$ cat config.mk
export PLATFORM = sky130hd
export DESIGN_NAME = idct_butterfly_out_flat
export DESIGN_NICKNAME = d
export VERILOG_FILES = /design/src/rtl/idct_butterfly_out_if.sv /design/src/rtl/idct_butterfly_out.sv /design/src/flat_wrapper.sv
export SDC_FILE = /design/constraint.sdc
export NUM_CORES = 1
export LEC_CHECK = 0
export CORE_MARGIN = 1.5
export CORE_UTILIZATION = 30
export CTS_CLUSTER_DIAMETER = 50
export DETAILED_ROUTE_END_ITERATION = 8
export GPL_TIMING_DRIVEN = 1
export PLACE_DENSITY_LB_ADDON = 0.1
export SLEW_MARGIN = 20
export SYNTH_ARGS = -nofsm -noshare
export SYNTH_HDL_FRONTEND = slang
export SYNTH_SLANG_ARGS = --single-unit
$ cat constraint.sdc
create_clock -name clk -period 3.81 [get_ports clk]
set_clock_uncertainty 0.2 [all_clocks]
set_input_delay 0.381 -clock clk [delete_from_list [all_inputs] [get_ports clk]]
set_output_delay 0.381 -clock clk [all_outputs]
set_load 0.02 [all_outputs]
$ cat src/rtl/idct_butterfly_out_if.sv
// Handshake bundle for the IDCT output butterfly: pair input side and sample output side.
// The slave modport is the butterfly itself; the master modport is the surrounding pipeline.
interface idct_butterfly_out_if #(
    parameter int DW = 8
);
    logic                 in_valid;
    logic                 in_ready;
    logic signed [DW-1:0] e1;
    logic signed [DW-1:0] o1;
    logic                 out_valid;
    logic                 out_ready;
    logic signed [DW-1:0] x;
    logic        [2:0]    x_idx;
    logic                 x_last;

    modport slave (
        input  in_valid,
        input  e1,
        input  o1,
        input  out_ready,
        output in_ready,
        output out_valid,
        output x,
        output x_idx,
        output x_last
    );

    modport master (
        output in_valid,
        output e1,
        output o1,
        output out_ready,
        input  in_ready,
        input  out_valid,
        input  x,
        input  x_idx,
        input  x_last
    );
endinterface

$ cat src/rtl/idct_butterfly_out.sv
// Inverse even/odd butterfly: four (e1,o1) pairs in, eight reconstructed samples out.
// Define IDCT_SAT_EN to saturate results to the signed DW range instead of wrapping.
module idct_butterfly_out #(
    parameter int DW = 8
) (
    input  logic                clk,
    input  logic                rst,
    idct_butterfly_out_if.slave io
);

    typedef enum logic {
        LOAD = 1'b0,
        EMIT = 1'b1
    } state_t;

    state_t               state_q, state_d;
    logic        [1:0]    pairCnt_q, pairCnt_d;
    logic        [2:0]    xIdx_q, xIdx_d;
    logic signed [DW-1:0] buf_q [8];
    logic signed [DW-1:0] buf_d [8];

    logic signed [DW:0]   sumWide;
    logic signed [DW:0]   diffWide;
    logic                 accept;

    // Reduce a DW+1-bit butterfly result back to DW bits.
    function automatic logic signed [DW-1:0] fitResult(input logic signed [DW:0] v);
`ifdef IDCT_SAT_EN
        if (v[DW] != v[DW-1]) begin
            fitResult = v[DW] ? {1'b1, {(DW-1){1'b0}}} : {1'b0, {(DW-1){1'b1}}};
        end else begin
            fitResult = v[DW-1:0];
        end
`else
        fitResult = v[DW-1:0];
`endif
    endfunction

    assign sumWide  = {io.e1[DW-1], io.e1} + {io.o1[DW-1], io.o1};
    assign diffWide = {io.e1[DW-1], io.e1} - {io.o1[DW-1], io.o1};

    // Outputs are forced idle while rst is high so reset always wins over a handshake.
    assign io.in_ready  = !rst && (state_q == LOAD);
    assign io.out_valid = !rst && (state_q == EMIT);
    assign io.x         = io.out_valid ? buf_q[xIdx_q] : '0;
    assign io.x_idx     = rst ? 3'd0 : xIdx_q;
    assign io.x_last    = io.out_valid && (xIdx_q == 3'd7);

    assign accept = io.in_valid && io.in_ready;

    always_comb begin
        state_d   = state_q;
        pairCnt_d = pairCnt_q;
        xIdx_d    = xIdx_q;
        buf_d     = buf_q;
        case (state_q)
            LOAD: begin
                if (accept) begin
                    buf_d[{1'b0, pairCnt_q}]         = fitResult(sumWide);
                    buf_d[3'd7 - {1'b0, pairCnt_q}]  = fitResult(diffWide);
                    pairCnt_d                        = pairCnt_q + 2'd1;
                    if (pairCnt_q == 2'd3) begin
                        state_d = EMIT;
                    end
                end
            end
            EMIT: begin
                if (io.out_ready) begin
                    xIdx_d = xIdx_q + 3'd1;
                    if (xIdx_q == 3'd7) begin
                        state_d = LOAD;
                    end
                end
            end
            default: begin
                state_d = LOAD;
            end
        endcase
    end

    always_ff @(posedge clk) begin
        if (rst) begin
            state_q   <= LOAD;
            pairCnt_q <= 2'd0;
            xIdx_q    <= 3'd0;
            for (int i = 0; i < 8; i++) begin
                buf_q[i] <= '0;
            end
        end else begin
            state_q   <= state_d;
            pairCnt_q <= pairCnt_d;
            xIdx_q    <= xIdx_d;
            for (int i = 0; i < 8; i++) begin
                buf_q[i] <= buf_d[i];
            end
        end
    end

endmodule

$ cat src/flat_wrapper.sv
// flat-port wrapper written by rule: the top's interface ports become plain ports
module idct_butterfly_out_flat 
#(
    parameter int DW = 8
)
  (clk, rst, io_in_valid, io_e1, io_o1, io_out_ready, io_in_ready, io_out_valid, io_x, io_x_idx, io_x_last);
  idct_butterfly_out_if #(.DW(DW)) io_i ();
  input  logic clk;
  input  logic rst;
  input wire logic [$bits(io_i.in_valid)-1:0] io_in_valid;
  input wire logic [$bits(io_i.e1)-1:0] io_e1;
  input wire logic [$bits(io_i.o1)-1:0] io_o1;
  input wire logic [$bits(io_i.out_ready)-1:0] io_out_ready;
  output wire logic [$bits(io_i.in_ready)-1:0] io_in_ready;
  output wire logic [$bits(io_i.out_valid)-1:0] io_out_valid;
  output wire logic [$bits(io_i.x)-1:0] io_x;
  output wire logic [$bits(io_i.x_idx)-1:0] io_x_idx;
  output wire logic [$bits(io_i.x_last)-1:0] io_x_last;
  assign io_i.in_valid = io_in_valid;
  assign io_i.e1 = io_e1;
  assign io_i.o1 = io_o1;
  assign io_i.out_ready = io_out_ready;
  assign io_in_ready = io_i.in_ready;
  assign io_out_valid = io_i.out_valid;
  assign io_x = io_i.x;
  assign io_x_idx = io_i.x_idx;
  assign io_x_last = io_i.x_last;
  idct_butterfly_out #(.DW(DW)) u_core (.clk(clk), .rst(rst), .io(io_i));
endmodule
==> impl_metrics.env, run 1 <==
export IMPL_result_of_the_run="complete, no violations"
export IMPL_floorplan_initialDensity_pct=30.7
export IMPL_maxCapViolCount=0
export IMPL_core_sq_um=12600
export IMPL_fin_util_pct=36.3
export IMPL_mostFrequentLayoutCell="sky130_fd_sc_hd__dfxtp_1"
export IMPL_post_route_drc_count=0
export IMPL_cts_resized_gates=0
export IMPL_groute_usage_overall_pct=15.8
export IMPL_antennaDiodeCount=0
export IMPL_finalHoldViolations=0
export IMPL_leading_cell_types_in_the_layout_fill_and_taps_excluded="sky130_fd_sc_hd__dfxtp_1, sky130_fd_sc_hd__nand2_1, sky130_fd_sc_hd__nor2_1"
export IMPL_grt_pass1_wl_microns=15900
export IMPL_place_detailed_hpwl_microns=6760
export IMPL_dominantRegCellSynth="sky130_fd_sc_hd__dfxtp_1"
export IMPL_worstReg2RegStart="u_core.state_q"
export IMPL_place_gp_congestion=0.757
export IMPL_totalWireLength_microns=9800
export IMPL_setup_viol_count_final=0
export IMPL_post_route_cell_area_sq_um=4570
export IMPL_final_net_count=483
export IMPL_worst_endpoint_arrival_ps=2450
export IMPL_preCtsSetupSlack_ps=952
export IMPL_root_buffer="sky130_fd_sc_hd__clkbuf_16"
export IMPL_yosysWarningCount=0
export IMPL_cts_buffers=9
export IMPL_worst_ir_drop_vdd_mv=0.186
export IMPL_worst_hold_startpoint="u_core.buf_q[3]"
export IMPL_fp_dieH_microns=116
export IMPL_netlist_cell_type_count=46
export IMPL_critPathCaptureType="output port"
export IMPL_holdWs_ps=254
export IMPL_timing_critical_path_from_type="flip-flop"
export IMPL_critical_path_peak_fanout=17
export IMPL_worstReg2RegEnd="u_core.buf_q[50]"
export IMPL_clock_insertion_delay_worst_skew_ps=330
export IMPL_drtIter0Drc=208
export IMPL_number_of_enable_flip_flop_cells_after_synthesis=0
export IMPL_timing_critical_path_from="u_core.xIdx_q[0]"
export IMPL_post_route_min_period_ps=3030
export IMPL_grt_setup_unrepaired="no"
export IMPL_worst_slew_margin_rel_pct=40.4
export IMPL_fraction_of_layout_cells_with_a_size_suffix_above_1_pct=11.3
export IMPL_timing_fmax_mhz=330
export IMPL_wl_per_cell_microns=15.9
export IMPL_tritoncts="built"
export IMPL_cts_sinks=70
export IMPL_synth_seq_area_share_pct=36.3
export IMPL_reg2reg_slack_ps=1570
export IMPL_leakagePower_uw=0.00159
export IMPL_hold_path_class="flip-flop to flip-flop"
export IMPL_postSynthNetCount=463
export IMPL_whs_endpoint="u_core.buf_q[3]"
export IMPL_antenna_violations_before_repair=0
export IMPL_std_cell_rows=41
export IMPL_power_density_cell_area_nw_per_um2=405
export IMPL_synth_cells=420
export IMPL_syn_avg_cell_area_sq_um=9.19
export IMPL_worst_r2r_path_depth=5
export IMPL_slew_at_the_pin_closest_to_its_max_slew_limit_ps=893
export IMPL_area_delta_synth_final_pct=18.4
export IMPL_io_buffer_count=33
export IMPL_synthArstFlopShare_pct=0
export IMPL_totalNegativeSetupSlack_ps=0
export IMPL_drt_vias_per_instance=4.88
export IMPL_route_antenna_remaining_nets=0
export IMPL_globalRouteOverflowTotal=0
export IMPL_layout_worst_path_cycle_share_pct=79.5
export IMPL_worst_ep_required_time_ps=3230
export IMPL_synth_seq_cells=70
export IMPL_report_final_slew_viol_count=0
export IMPL_grt_pass1_vias=2963
export IMPL_detail_route_first_pass_iterations=4
export IMPL_cts_max_level=3
export IMPL_fp_dieW_microns=116
export IMPL_netlist_area_before_placement_sq_um=3860
export IMPL_postCtsHoldBufs=0
export IMPL_ioPinCount=34
export IMPL_routed_via_count=3002
export IMPL_worst_setup_hold_path_clk_slew_ps=50
export IMPL_dpl_instance_area_sq_um=4300
export IMPL_grt_start_max_net_pins=55
export IMPL_timing_final_ws_setup_ps=780
export IMPL_timing_worst_setup_path_type="flip-flop to output port"
export IMPL_dieArea_sq_um=13600
export IMPL_cts_repair_timing_setup_buffer_count=0
export IMPL_cts_buffer_depth=2
export IMPL_holdPathStages=2
==> layer usage <==
layer	share of wire, %	GRT usage (%)	vias to the layer above	wire (microns)
met3	3.1	2.80	10	301
met1	49	21.3	1415	4760
met2	47	25.3	63	4620
li1	-	-	1514	-
met5	0	0	-	0
met4	1.2	5.85	0	117
==> state kept, by name, indices dropped and copies added, names as in the netlist <==
signal,flops
u_core.xIdx_q,3
u_core.state_q,1
u_core.buf_q,64
u_core.pairCnt_q,2
==> power by group <==
part / switching [uW] / internal (uW) / total, uW
Clock: 290 / 498 / 789
Combinational: 170 / 114 / 284
Sequential: 16.7 / 763 / 780
==> critical path, cell delays in order, from the launching register on <==
cell	delay [ps]
sky130_fd_sc_hd__dfxtp_1	370
sky130_fd_sc_hd__buf_4	360
sky130_fd_sc_hd__mux4_2	550
sky130_fd_sc_hd__mux2i_1	210
sky130_fd_sc_hd__nor2_1	70
sky130_fd_sc_hd__clkdlybuf4s50_1	550
==> worst max-delay path by stage <==
stage,end,slack (ps),cells after the start
finish,io_x[1],780,5
global route,io_x[6],630,5
CTS,io_x[6],730,5
detailed placement,u_core.buf_q[54],950,9
global placement,u_core.buf_q[38],990,9
floorplan,u_core.buf_q[38],1610,8
==> kinds of logic after synthesis <==
| logic type | after synthesis | share of synthesized area [%] |
|---|---|---|
| buffers and inverters | 47 | 5.58 |
| xor gates and xnor gates | 9 | 2.04 |
| AOI/OAI and AO/OA | 92 | 17.6 |
| muxes | 25 | 11.8 |
| DFF | 70 | 36.3 |
| adders and majority gates | 23 | 7.85 |
| and+or+nand+nor | 154 | 18.8 |
==> Yosys cell counts (2+ instances only) <==
master | count | area, sq um
sky130_fd_sc_hd__a21oi_1 | 26 | 130
sky130_fd_sc_hd__o21ai_1 | 9 | 45.0
sky130_fd_sc_hd__ha_1 | 21 | 263
sky130_fd_sc_hd__and3_1 | 4 | 25.0
sky130_fd_sc_hd__nand2_1 | 57 | 214
sky130_fd_sc_hd__xor2_1 | 3 | 26.3
sky130_fd_sc_hd__nand3_1 | 2 | 10.0
sky130_fd_sc_hd__nor4bb_1 | 2 | 20.0
sky130_fd_sc_hd__inv_1 | 16 | 60.1
sky130_fd_sc_hd__buf_2 | 19 | 95.1
sky130_fd_sc_hd__a221oi_2 | 8 | 120
sky130_fd_sc_hd__mux4_2 | 16 | 360
sky130_fd_sc_hd__mux2i_1 | 8 | 80.1
sky130_fd_sc_hd__nor2b_1 | 11 | 68.8
sky130_fd_sc_hd__nor3_1 | 5 | 25.0
sky130_fd_sc_hd__nor2_1 | 49 | 184
sky130_fd_sc_hd__o21ai_0 | 4 | 20.0
sky130_fd_sc_hd__buf_4 | 2 | 15.0
sky130_fd_sc_hd__fa_1 | 2 | 40.0
sky130_fd_sc_hd__dfxtp_1 | 70 | 1400
sky130_fd_sc_hd__nor3b_1 | 2 | 15.0
sky130_fd_sc_hd__a211oi_1 | 24 | 180
sky130_fd_sc_hd__nand3b_1 | 12 | 90.1
sky130_fd_sc_hd__o21a_1 | 10 | 75.1
sky130_fd_sc_hd__xnor2_1 | 6 | 52.6
sky130_fd_sc_hd__nand2b_1 | 4 | 25.0
sky130_fd_sc_hd__clkbuf_1 | 8 | 30.0
sky130_fd_sc_hd__o21bai_1 | 2 | 15.0
==> final cells by class <==
cell class	count	area [sq um]
well taps	172	215
flip-flops and latches	70	1400
multi-input cells	303	2240
fillers	1291	8000
repair buffers	40	378
clock buffers	12	236
clock inverters	2	35.0
inverters	16	60.1
==> through the flow <==
stage,instances,power [uW]
5_1_grt,615,1950
2_1_floorplan,420,993
6_report,615,1850
3_5_place_dp,601,1080
3_3_place_gp,601,1080
4_1_cts,615,1880
Power figures use the tool's default switching activity.
==> run 2, diff against run 1 <==
Clock period 3.81 ns to 2.6 ns, I/O delays scaled along.
==> run 2 against run 1 <==
  * Worst setup slack got worse by 650 ps
  * Sequential share of layout area decreased by 2.2 points
  * Worst hold slack improved by 0.64 ps
  * Critical path depth increased by 1
  * Non-clock buffer count increased by 37
  * Core utilization increased by 2.9 points
  * Register-to-register slack got worse by 820 ps
  * Combinational power increased by 65%
  * Clock power increased by 67%
  * Count of clock-buffer cells in the layout decreased by 3
  * Total power increased by 58%
  * Design area increased by 7.9%
  * Critical endpoint unchanged
  * Largest power group unchanged
==> impl_metrics.env, run 2 (synthesis results as in run 1) <==
export IMPL_area_delta_synth_final_pct=27.7
export IMPL_grt_setup_unrepaired="no"
export IMPL_cts_sinks=70
export IMPL_groute_layer_met1_usage_pct=20.1
export IMPL_leading_cell_types_in_the_layout_fill_and_taps_excluded="sky130_fd_sc_hd__dfxtp_1, sky130_fd_sc_hd__nand2_1, sky130_fd_sc_hd__nor2_1"
export IMPL_largest_registers_ranked_by_flip_flop_count="u_core.buf_q: 64 flops, u_core.xIdx_q: 3 flops, u_core.pairCnt_q: 2 flops"
export IMPL_worst_setup_hold_path_clk_slew_ps=60
export IMPL_routed_via_count=3089
export IMPL_met2_usage_pct=25.6
export IMPL_worst_endpoint_arrival_ps=2010
export IMPL_totalWireLength_microns=9650
export IMPL_detail_route_first_pass_iterations=4
export IMPL_final_net_count=520
export IMPL_area_sequential_sq_um=1400
export IMPL_hold_path_class="flip-flop to flip-flop"
export IMPL_core_sq_um=12600
export IMPL_area_used_by_multi_input_combinational_logic_sq_um=2240
export IMPL_grt_busiest_layer="met2"
export IMPL_critPathCaptureType="output port"
export IMPL_critical_path_peak_fanout=10
export IMPL_slew_at_the_pin_closest_to_its_max_slew_limit_ps=561
export IMPL_ioPinCount=34
export IMPL_post_route_cell_area_sq_um=4930
export IMPL_fp_dieH_microns=116
export IMPL_worst_ep_required_time_ps=2140
export IMPL_fraction_of_layout_cells_with_a_size_suffix_above_1_pct=19.1
export IMPL_timing_critical_path_from_type="flip-flop"
export IMPL_globalRouteOverflowTotal=0
export IMPL_wl_per_cell_microns=14.8
export IMPL_report_final_slew_viol_count=0
export IMPL_std_cell_rows=41
export IMPL_io_buffer_count=33
export IMPL_layout_worst_path_cycle_share_pct=95.2
export IMPL_met3_usage_pct=2.75
export IMPL_critical_path_cell_chain="buf_12, buf_4, mux4_2, mux2i_1, nor2_1, dlygate4sd2_1"
export IMPL_antennaDiodeCount=0
export IMPL_antenna_violations_before_repair=0
export IMPL_flip_flop_count_of_the_largest_register_all_copies_and_words_added=64
export IMPL_fp_dieW_microns=116
export IMPL_drt_vias_per_instance=4.72
export IMPL_drtIter0Drc=131
export IMPL_tritoncts="built"
export IMPL_clock_insertion_delay_worst_skew_ps=330
export IMPL_worst_ir_drop_vdd_mv=0.275
export IMPL_place_gp_congestion=0.779
export IMPL_register_ranked_first_by_flip_flop_count="u_core.buf_q"
export IMPL_setup_viol_count_final=0
export IMPL_floorplan_initialDensity_pct=30.7
export IMPL_mostFrequentLayoutCell="sky130_fd_sc_hd__dfxtp_1"
export IMPL_place_detailed_hpwl_microns=6780
export IMPL_worst_slew_margin_rel_pct=62.1
export IMPL_cts_buffer_depth=2
export IMPL_groute_usage_overall_pct=15.4
export IMPL_timing_fmax_mhz=404
export IMPL_leakagePower_uw=0.00185
export IMPL_cp_slowest_stage_delay_ps=490
export IMPL_dieArea_sq_um=13600
export IMPL_timing_worst_setup_path_type="flip-flop to output port"
export IMPL_cts_buffers=9
export IMPL_post_route_drc_count=0
export IMPL_result_of_the_run="complete, no violations"
export IMPL_finalHoldViolations=0
export IMPL_fin_util_pct=39.2
export IMPL_route_antenna_remaining_nets=0
export IMPL_cts_max_level=3
export IMPL_post_route_min_period_ps=2470
export IMPL_power_density_cell_area_nw_per_um2=595
export IMPL_totalNegativeSetupSlack_ps=0
export IMPL_grt_pass1_wl_microns=15700
export IMPL_crit_path_top_delay_cell="sky130_fd_sc_hd__mux4_2"
export IMPL_holdWs_ps=255
export IMPL_grt_start_max_net_pins=45
export IMPL_dpl_instance_area_sq_um=4540
export IMPL_maxCapViolCount=0
export IMPL_root_buffer="sky130_fd_sc_hd__clkbuf_16"
export IMPL_nFillCells=1271
export IMPL_grt_pass1_vias=2976
run 2: cell count changes in the layout (fill, tap and decap cells not counted), sizes merged, moves of 2 or more:
cell / previous run / this run
clkdlybuf4s50: 32 / 24
clkbuf: 12 / 9
buf: 8 / 45
dlygate4sd2: 0 / 7
clkinvlp: 0 / 2
run 2: layout make-up:
| cell class | count | area share (%) |
|---|---|---|
| inverters | 16 | 1.22 |
| flip-flops and latches | 70 | 28.4 |
| repair buffers | 77 | 13.9 |
| multi-input cells | 303 | 45.5 |
| clock inverters | 7 | 1.98 |
| well taps | 172 | 4.37 |
| clock buffers | 9 | 4.57 |
run 2: layer usage:
layer  up-vias  wire (microns)
met1      1438            4770
met3        10             243
met2        41            4500
li1       1600               -
met5         -               0
met4         0             140
run 2: worst max-delay path: cells and delay by family (launching register included):
kind	cells	cell delay, ps
flops	1	350
mux	2	670
simple gates	1	70
buf+inv	3	590
run 2: where the power goes:
group | switching (uW) | internal, uW | total [uW]
Sequential | 23.4 | 1120 | 1140
Combinational | 253 | 216 | 469
Clock | 479 | 842 | 1320
Total | 755 | 2180 | 2930
run 2: final timing paths:
check,startpoint,end,slack (ps),depth (start not counted)
setup reg to reg,u_core.state_q,u_core.buf_q[38],750,5
setup / recovery,u_core.xIdx_q[0],io_x[1],130,6
hold / removal,u_core.buf_q[17],u_core.buf_q[17],250,2
hold reg to reg,u_core.buf_q[17],u_core.buf_q[17],250,2
run 2: timing repair:
action / 4_1_cts / 5_1_grt
hold buffers: 0 / 0
endpoints found under the hold margin: 0 / 0
resized for setup: 7 / 1
buffers inserted: 3 / 6
setup endpoints to repair: 8 / 5
run 2: per-stage QoR:
| stage | cells | total power, uW | setup slack, ps |
|---|---|---|---|
| after global placement | 629 | 1630 | -65.1 |
| after global routing | 654 | 3060 | 15.6 |
| after floorplan | 420 | 1460 | 520 |
| after detailed placement | 629 | 1640 | -112 |
| final | 654 | 2930 | 126 |
| after CTS | 648 | 2960 | 3.00 |
